## config.mk

```make
export PLATFORM = sky130hd
export DESIGN_NAME = router_pkt_reader
export DESIGN_NICKNAME = d
export VERILOG_FILES = /design/src/rtl/router_pkg.sv /design/src/rtl/router_rd_skid.sv /design/src/rtl/router_pkt_reader.sv
export SDC_FILE = /design/constraint.sdc
export NUM_CORES = 1
export LEC_CHECK = 0
export ABC_AREA = 1
export BUFFER_PORTS_ARGS = -buffer_cell sky130_fd_sc_hd__clkbuf_2
export CORE_MARGIN = 5
export CORE_UTILIZATION = 40
export DETAILED_ROUTE_END_ITERATION = 10
export PLACE_DENSITY = 0.55
export SYNTH_ARGS = -nofsm -noshare
export SYNTH_HDL_FRONTEND = slang
export SYNTH_SLANG_ARGS = --single-unit
```

## constraint.sdc

```tcl
create_clock -name clk -period 1.8 [get_ports clk]
set_input_delay 0.18 -clock clk [delete_from_list [all_inputs] [get_ports clk]]
set_output_delay 0.18 -clock clk [all_outputs]
set_load 0.05 [all_outputs]
```

## src/rtl/router_pkg.sv

```systemverilog
// router_pkg: shared widths and classifier state encoding
// for the router packet reader slice.
package router_pkg;

  localparam int DW     = 8;
  localparam int LEN_W  = 6;
  localparam int ADDR_W = 2;

  typedef enum logic [1:0] {
    ST_IDLE    = 2'd0,
    ST_PAYLOAD = 2'd1,
    ST_PARITY  = 2'd2
  } rd_state_e;

endpackage

```

## src/rtl/router_rd_skid.sv

```systemverilog
// router_rd_skid: 2-entry FIFO output buffer with push/pop/flush.
// Ports: push/push_data in, pop in, flush in, head/count out.
module router_rd_skid #(
  parameter int W = 11
) (
  input  logic         clk,
  input  logic         resetn,
  input  logic         push,
  input  logic [W-1:0] push_data,
  input  logic         pop,
  input  logic         flush,
  output logic [W-1:0] head,
  output logic [1:0]   count
);

  logic [W-1:0] mem_q [2];
  logic [W-1:0] mem_d [2];
  logic         wr_ptr_q, wr_ptr_d;
  logic         rd_ptr_q, rd_ptr_d;
  logic [1:0]   cnt_q, cnt_d;

  always_comb begin
    mem_d    = mem_q;
    wr_ptr_d = wr_ptr_q;
    rd_ptr_d = rd_ptr_q;
    cnt_d    = cnt_q;
    if (flush) begin
      wr_ptr_d = 1'b0;
      rd_ptr_d = 1'b0;
      cnt_d    = 2'd0;
    end else begin
      if (push) begin
        mem_d[wr_ptr_q] = push_data;
        wr_ptr_d        = ~wr_ptr_q;
      end
      if (pop) begin
        rd_ptr_d = ~rd_ptr_q;
      end
      cnt_d = cnt_q + {1'b0, push} - {1'b0, pop};
    end
  end

  always_ff @(posedge clk or negedge resetn) begin
    if (!resetn) begin
      mem_q[0] <= '0;
      mem_q[1] <= '0;
      wr_ptr_q <= 1'b0;
      rd_ptr_q <= 1'b0;
      cnt_q    <= 2'd0;
    end else begin
      mem_q    <= mem_d;
      wr_ptr_q <= wr_ptr_d;
      rd_ptr_q <= rd_ptr_d;
      cnt_q    <= cnt_d;
    end
  end

  assign head  = mem_q[rd_ptr_q];
  assign count = cnt_q;

endmodule

```

## src/rtl/router_pkt_reader.sv

```systemverilog
// router_pkt_reader: drains router FIFO, frames packets (sop/eop),
// checks parity (macro ROUTER_PARITY_CHK_EN), soft-resets on client stall.
// Ports: fifo_empty/fifo_dout in, fifo_rd_en out; dout/vld_out/sop/eop
// out, rd_ready in; parity_err and soft_reset one-cycle pulses out.
module router_pkt_reader #(
  parameter int TIMEOUT = 30,
  parameter int DW      = 8
) (
  input  logic          clk,
  input  logic          resetn,
  input  logic          fifo_empty,
  input  logic [DW-1:0] fifo_dout,
  output logic          fifo_rd_en,
  output logic [DW-1:0] dout,
  output logic          vld_out,
  input  logic          rd_ready,
  output logic          sop,
  output logic          eop,
  output logic          parity_err,
  output logic          soft_reset
);

  import router_pkg::*;

  localparam int W  = DW + 3;
  localparam int TW = $clog2(TIMEOUT + 1);

  rd_state_e      state_q, state_d;
  logic [LEN_W-1:0] cnt_q, cnt_d;
  logic           inflight_q, inflight_d;
  logic [TW-1:0]  stall_q, stall_d;

  logic [W-1:0]   head;
  logic [W-1:0]   push_data;
  logic [1:0]     count;
  logic [1:0]     occ_after;
  logic           push, pop, stalled;
  logic           tag_sop, tag_eop, tag_err;

`ifdef ROUTER_PARITY_CHK_EN
  logic [DW-1:0]  xor_q, xor_d;
`endif

  assign vld_out    = (count != 2'd0);
  assign pop        = vld_out && rd_ready;
  assign stalled    = vld_out && !rd_ready;
  assign soft_reset = stalled && (stall_q == TW'(TIMEOUT - 1));
  assign push       = inflight_q && !soft_reset;

  // Occupancy once this cycle's pop and returning byte settle;
  // counting the pop keeps one byte/cycle with rd_ready high.
  assign occ_after  = count - {1'b0, pop} + {1'b0, inflight_q};
  assign fifo_rd_en = resetn && !fifo_empty
                    && (occ_after < 2'd2) && !soft_reset;
  assign inflight_d = fifo_rd_en;

  assign dout       = head[DW-1:0];
  assign sop        = vld_out && head[DW];
  assign eop        = vld_out && head[DW+1];
  assign parity_err = pop && head[DW+1] && head[DW+2];

  assign push_data  = {tag_err, tag_eop, tag_sop, fifo_dout};

  always_comb begin
    stall_d = '0;
    if (!soft_reset && stalled) begin
      stall_d = stall_q + 1'b1;
    end
  end

  always_comb begin
    state_d = state_q;
    cnt_d   = cnt_q;
    tag_sop = 1'b0;
    tag_eop = 1'b0;
    tag_err = 1'b0;
`ifdef ROUTER_PARITY_CHK_EN
    xor_d   = xor_q;
`endif
    if (soft_reset) begin
      state_d = ST_IDLE;
      cnt_d   = '0;
`ifdef ROUTER_PARITY_CHK_EN
      xor_d   = '0;
`endif
    end else if (push) begin
      unique case (state_q)
        ST_IDLE: begin
          tag_sop = 1'b1;
          cnt_d   = fifo_dout[ADDR_W +: LEN_W];
`ifdef ROUTER_PARITY_CHK_EN
          xor_d   = fifo_dout;
`endif
          if (fifo_dout[ADDR_W +: LEN_W] != '0) begin
            state_d = ST_PAYLOAD;
          end else begin
            state_d = ST_PARITY;
          end
        end
        ST_PAYLOAD: begin
          cnt_d = cnt_q - 1'b1;
`ifdef ROUTER_PARITY_CHK_EN
          xor_d = xor_q ^ fifo_dout;
`endif
          if (cnt_q == LEN_W'(1)) begin
            state_d = ST_PARITY;
          end
        end
        ST_PARITY: begin
          tag_eop = 1'b1;
`ifdef ROUTER_PARITY_CHK_EN
          tag_err = (fifo_dout != xor_q);
`endif
          state_d = ST_IDLE;
        end
        default: begin
          state_d = ST_IDLE;
        end
      endcase
    end
  end

  always_ff @(posedge clk or negedge resetn) begin
    if (!resetn) begin
      state_q    <= ST_IDLE;
      cnt_q      <= '0;
      inflight_q <= 1'b0;
      stall_q    <= '0;
    end else begin
      state_q    <= state_d;
      cnt_q      <= cnt_d;
      inflight_q <= inflight_d;
      stall_q    <= stall_d;
    end
  end

`ifdef ROUTER_PARITY_CHK_EN
  always_ff @(posedge clk or negedge resetn) begin
    if (!resetn) begin
      xor_q <= '0;
    end else begin
      xor_q <= xor_d;
    end
  end
`endif

  router_rd_skid #(
    .W (W)
  ) u_skid (
    .clk       (clk),
    .resetn    (resetn),
    .push      (push),
    .push_data (push_data),
    .pop       (pop),
    .flush     (soft_reset),
    .head      (head),
    .count     (count)
  );

endmodule

```

==> Word-level counts from Yosys, hierarchy flattened <==
Cells that the tools add are included.
{ "word_totals": {"reg_bits": 40, "input_bits": 12, "out_inout_bits": 14} }
{ "op_classes": {"bitwise": 5, "magnitude_cmp": 4, "muxes": 26, "n_reduce_logical": 25, "n_addsub": 6, "n_eq_ne": 5} }
{ "ops": {"columns": ["op", "count"], "rows": [
  ["11-bit 2-to-1 mux", 4],
  ["22-bit bitwise mux", 1],
  ["1-bit logical AND", 13],
  ["6-bit 2-to-1 mux", 2],
  ["6-bit one-hot mux with 2 select lines", 1],
  ["11-bit demux with 1-bit select", 1],
  ["1-bit 2-to-1 mux", 10],
  ["2-bit 2-to-1 mux", 5],
  ["6-bit by 1-bit == test with 1-bit output (second input constant)", 1],
  ["2-bit AND reduction", 3],
  ["2-bit nonzero test", 3],
  ["6-bit nonzero test", 1],
  ["6-bit by 1-bit subtractor with 6-bit output (second input constant)", 1],
  ["5-bit by 1-bit adder with 5-bit output (second input constant)", 1],
  ["5-bit == test (second input constant)", 1],
  ["5-bit 2-to-1 mux", 1],
  ["2-bit by 1-bit adder with 2-bit output", 2],
  ["2-bit greater-or-equal comparator (second input constant)", 2],
  ["1-bit inverter with 2-bit output", 2],
  ["2-bit one-hot mux with 2 select lines", 1],
  ["2-bit by 1-bit subtractor with 2-bit output", 2],
  ["1-bit logical NOT", 3],
  ["3-bit inequality test (second input constant)", 1],
  ["1-bit inverter", 3],
  ["6 further kinds", 6]
]} }

==> Longest topological paths before layout <==
{ "logic_depth": {"word_depth": 8, "mapped_depth": 11, "depth_no_buf": 10} }

==> Hierarchy <==
From an unflattened synthesis, not the netlist that was laid out.
{ "hier_totals": {"cells_unflattened": 260, "area_unflattened_um2": 2245.9} }
{ "by_module_without_submodules": {"columns": ["module", "area_per_inst_um2", "cells_each", "n_inst"], "rows": [
  ["router_rd_skid", 1265.0, 118, 1],
  ["router_pkt_reader", 980.9, 142, 1]
]} }

==> Least setup slack after synthesis <==
No wires, ideal clock.
{ "synth_path": {"path_kind": "register to register", "start": "register u_skid.cnt_q[0], in the netlist u_skid.count[0]", "end": "register inflight_q", "period_less_slack_ns": 2.014, "required_time_ns": 1.597, "path_buffers": 0, "setup_slack_ns": -0.214, "path_stages_with_launch": 8, "arrival_time_ns": 1.811, "cell_sequence": "dfrtp_1 > nor2_4 > nor2_1 > ha_1 > inv_1 > nand2_1 > xor2_1 > nor2_1"} }
{ "synth_via": {"elab_chain_len": 7} }
{ "synth_lines": {"columns": ["item", "line", "text"], "rows": [
  ["start: declaration", "router_rd_skid.sv:20", "logic [1:0] cnt_q, cnt_d;"],
  ["start signal: assignment", "router_rd_skid.sv:54", "cnt_q <= cnt_d;"],
  ["2-bit nonzero test", "router_pkt_reader.sv:44", "assign vld_out = (count != 2'd0);"],
  ["1-bit logical AND", "router_pkt_reader.sv:45", "assign pop = vld_out && rd_ready;"],
  ["2-bit by 1-bit subtractor with 2-bit output", "router_pkt_reader.sv:52", "assign occ_after = count - {1'b0, pop} + {1'b0, inflight_q};"],
  ["2-bit by 1-bit adder with 2-bit output", "router_pkt_reader.sv:52", null],
  ["2-bit < comparator", "router_pkt_reader.sv:54", "&& (occ_after < 2'd2) && !soft_reset;"],
  ["1-bit logical AND", "router_pkt_reader.sv:54", null],
  ["1-bit logical AND (*)", "router_pkt_reader.sv:54", null],
  ["net fifo_rd_en", "router_pkt_reader.sv:13", "output logic fifo_rd_en,"],
  ["end signal: assignment", "router_pkt_reader.sv:132", "inflight_q <= inflight_d;"],
  ["end: declaration", "router_pkt_reader.sv:30", "logic inflight_q, inflight_d;"]
]} }
Mark *: on every way through the listed nets, which the timed path passes. The rest lies on a longest branch.
A chain may end at the register's enable or synchronous reset.

==> Worst setup path in the final report <==
{ "layout_path": {"start": "register u_skid.cnt_q[0], in the netlist u_skid.count[0]", "end": "output port fifo_rd_en"} }
{ "layout_via": {"elab_chain_len": 7} }
{ "layout_lines": {"columns": ["item", "line"], "rows": [
  ["2-bit nonzero test", "router_pkt_reader.sv:44"],
  ["1-bit logical AND", "router_pkt_reader.sv:45"],
  ["2-bit by 1-bit subtractor with 2-bit output", "router_pkt_reader.sv:52"],
  ["2-bit by 1-bit adder with 2-bit output", "router_pkt_reader.sv:52"],
  ["2-bit < comparator", "router_pkt_reader.sv:54"],
  ["1-bit logical AND", "router_pkt_reader.sv:54"],
  ["1-bit logical AND (*)", "router_pkt_reader.sv:54"],
  ["end: declaration", "router_pkt_reader.sv:13"]
]} }
Every way passes the cells marked *; elsewhere a longest branch is shown, timed or not.

==> impl_metrics.env <==
export IMPL_critical_path_class="reg2out"
export IMPL_dp_hpwl_um=2943
export IMPL_avgSynthCellArea_um2=8.190
export IMPL_period_minus_slack_ns=1.940
export IMPL_clock_sinks=38
export IMPL_seqPwrFrac=0.344
export IMPL_syn_inst=253
export IMPL_p_total_uw=4339
export IMPL_drt_wirelength_per_cell_um=11.65
export IMPL_combPwrFrac=0.515
export IMPL_finClkSkew_ns=0.002805
export IMPL_cts_tree="yes"
export IMPL_post_synth_instance_area_um2=2072
export IMPL_max_freq_mhz=515.5
export IMPL_switching_share=0.4911
export IMPL_drc_errors=0
export IMPL_slew_violations=0
export IMPL_synth_area_top_cells="dfrtp_1, nand2_1, inv_1"
export IMPL_firstDrtPassIters=4
export IMPL_grt_usage=0.1433
export IMPL_start_util=0.4083
export IMPL_grt_pass1_vias=1604
export IMPL_fin_crit_sh=1.078
export IMPL_cap_violations=0
export IMPL_path_max_fanout=2
export IMPL_postLayoutCellArea_um2=2380
export IMPL_yosysTopAreaCellShare=0.4589
export IMPL_cts_root_buffer="clkbuf_8"
export IMPL_core_um2=5075
export IMPL_grt_pass1_wl_um=7272
export IMPL_ant_nets=0
export IMPL_fp_dieW_um=81.97
export IMPL_fillCellCount=554
export IMPL_htree_levels=2
export IMPL_ys_types=30
export IMPL_layout_setup_ws_ns=-0.1400
export IMPL_power_switching_uw=2131
export IMPL_fin_nets=301
export IMPL_drive_gt1_frac=0.2430
export IMPL_clock_latency_ns=0.29
export IMPL_die_h_um=81.97
export IMPL_gp_congestion=0.8497
export IMPL_critPathArrivalTime_ns=1.76
export IMPL_grt_max_degree=39
export IMPL_drt_iter0_markers=77
export IMPL_antennaDiodeCount=0
export IMPL_p_int_uw=2208
export IMPL_cp_required_ns=1.62
export IMPL_power_density_nw_per_um2=1823
export IMPL_min_path_type="in2reg"
export IMPL_power_leakage_uw=0.001245
export IMPL_outcome="finished with violations"
export IMPL_synth_ff_type="dfrtp_1"
export IMPL_tightest_slew_ns=0.5617
export IMPL_synth_edf_count=0
export IMPL_violations="negative setup slack"
export IMPL_final_hold_viol_count=0
export IMPL_cp_end_kind="primary output"
export IMPL_pin_count=26
export IMPL_numCtsBuffers=5
export IMPL_rsz0062_at_grt="yes"
export IMPL_gr_total_overflow=0
export IMPL_viasPerCell=4.613
export IMPL_routed_wl_um=4124
export IMPL_vias=1633
export IMPL_area_growth_pct=14.85
export IMPL_port_buffers=24
export IMPL_dieArea_um2=6719
export IMPL_power_frac_clock=0.141
export IMPL_critPathLaunchType="flop"
export IMPL_setup_viol=1
export IMPL_synthArstFlopShare=1.000
export IMPL_rows=26
export IMPL_yosys_warnings=0
export IMPL_cts_path_max_buffers=2
export IMPL_antenna_found_initial=0
export IMPL_place_area_um2=2255
export IMPL_yosysSeqAreaShare=0.4589
export IMPL_yosysTopAreaCell="dfrtp_1"
export IMPL_slew_limit_headroom=0.6216
export IMPL_irDropWorstVdd_mv=0.6044
export IMPL_clkSlewWorstSetupHoldPaths_ns=0.07
export IMPL_synth_nets=271
export IMPL_ys_seq_elements=38
==> critical path, cell delays in order (launching register included) <==
cell	delay [ns]
dfrtp_1	0.41
nor2_4	0.13
nor2_2	0.05
ha_1	0.28
inv_2	0.07
nand2_2	0.04
xor2_1	0.18
nor2_2	0.15
buf_8	0.16
==> sequential cells by signal, summed over array words and instances (netlist names) <==
signal	cells
cnt_q	6
u_skid.wr_ptr_q	1
u_skid.mem_q	20
state_q	2
stall_q	5
u_skid.rd_ptr_q	1
inflight_q	1
u_skid.count	2
==> cell usage after synthesis, types with 4 or more instances <==
cell type,instances
nand2_1,71
dfrtp_1,38
inv_1,29
nor2_1,24
o21ai_0,21
nand3_1,11
o21ai_2,9
ha_1,6
a21oi_1,5
inv_2,5
xor2_1,4
==> timing repair <==
item                                   in CTS  in global routing
endpoints found under the hold margin      38                  0
hold buffers                                1                  0
setup buffers                               0                  0
setup endpoints to repair                   6                  4
resized for setup                           5                  7
gates cloned                                0                  0
==> path summary, 6_finish.rpt <==
check	startpoint	endpoint	slack, ns	depth (start not counted)
worst min register to register	u_skid.mem_q[1]$_DFFE_PN0P_	u_skid.mem_q[1]$_DFFE_PN0P_	0.49	2
worst max register to register	stall_q[0]$_DFF_PN0_	u_skid.mem_q[9]$_DFFE_PN0P_	0.25	8
worst max-delay path	u_skid.count[0]$_DFF_PN0_	fifo_rd_en	-0.14	8
max in group asynchronous	resetn	u_skid.rd_ptr_q$_DFFE_PN0P_	0.94	3
worst min-delay path	fifo_dout[0]	u_skid.mem_q[0]$_DFFE_PN0P_	0.14	3
min in group asynchronous	resetn	cnt_q[4]$_DFFE_PN0P_	0.49	3
==> layout make-up <==
class                           count  area (µm²)  share of cell area
Multi-Input combinational cell    174       939.7              0.3948
Timing Repair Buffer               29       176.4             0.07413
Clock inverter                      1       5.005            0.002103
Tap cell                           70       87.58             0.03680
Inverter                           35       132.6             0.05573
Clock buffer                        7       86.33             0.03628
Sequential cell                    38       952.2              0.4001
==> routing by layer <==
| metal | track usage | routed length (µm) | share of wire | vias to the layer above |
|---|---|---|---|---|
| met1 | 0.1848 | 1962 | 0.48 | 744 |
| li1 | - | - | - | 845 |
| met5 | 0 | 0 | 0 | - |
| met2 | 0.2278 | 1921 | 0.47 | 37 |
| met4 | 0.05648 | 66 | 0.016 | 0 |
| met3 | 0.03838 | 174 | 0.042 | 7 |
==> power groups by stage <==
stage | Clock [µW] | Combinational, µW | Sequential, µW
2_1_floorplan | 0 | 1800 | 1430
4_1_cts | 634 | 2250 | 1490
3_3_place_gp | 0 | 2220 | 1490
6_report | 610 | 2240 | 1490
3_5_place_dp | 0 | 2230 | 1500
5_1_grt | 680 | 2510 | 1550
==> cell usage in the layout, fill, tap and decap left out <==
cell and instances:
nand3_1 11, nand3_4 2, buf_6 1, clkbuf_2 22, buf_4 4, o21ai_1 3
a21oi_1 3, xor2_1 4, ha_1 6, conb_1 1, nor2_2 3, buf_8 1
nor3_1 1, nand2_2 3, dfrtp_1 37, nand3b_1 1, a21oi_2 2, nand3b_2 1
nand4_1 1, clkbuf_1 1, xnor2_1 2, inv_2 7, inv_1 27, or2_1 3
nand2_4 1, clkinv_2 2, o21ai_0 21, dfrtp_2 1, nand3_2 1, dlygate4sd3_1 1
nor2_4 3, nor2_1 22, nand2_1 70, o21ai_2 9, clkbuf_8 6
==> kinds of logic (layout without fill, tap and decap cells) <==
logic type | Yosys count | in the layout | share of synthesized area
and+or+nand+nor | 123 | 123 | 0.2748
DFF | 38 | 38 | 0.4589
adders and majority gates | 6 | 6 | 0.03623
AOI/OAI and AO/OA | 38 | 38 | 0.1081
xor gates and xnor gates | 6 | 6 | 0.02536
other | 1 | 1 | 0.001810
buffers and inverters | 41 | 72 | 0.09480
==> stage by stage <==
stage               hold slack [ns]  TNS [ns]    util  instances  setup slack [ns]
detailed placement           0.2887         0  0.4443        345           0.06987
floorplan                   -0.1156         0       -        253           0.03791
finish                       0.1370   -0.1400  0.4689        354           -0.1400
global route                 0.1412   -0.2548  0.4689        354           -0.2548
CTS                          0.1325   -0.1831  0.4672        354           -0.1831
global placement             0.2920         0  0.4443        345            0.1000
Note: power is estimated with default switching activity, not from simulation.
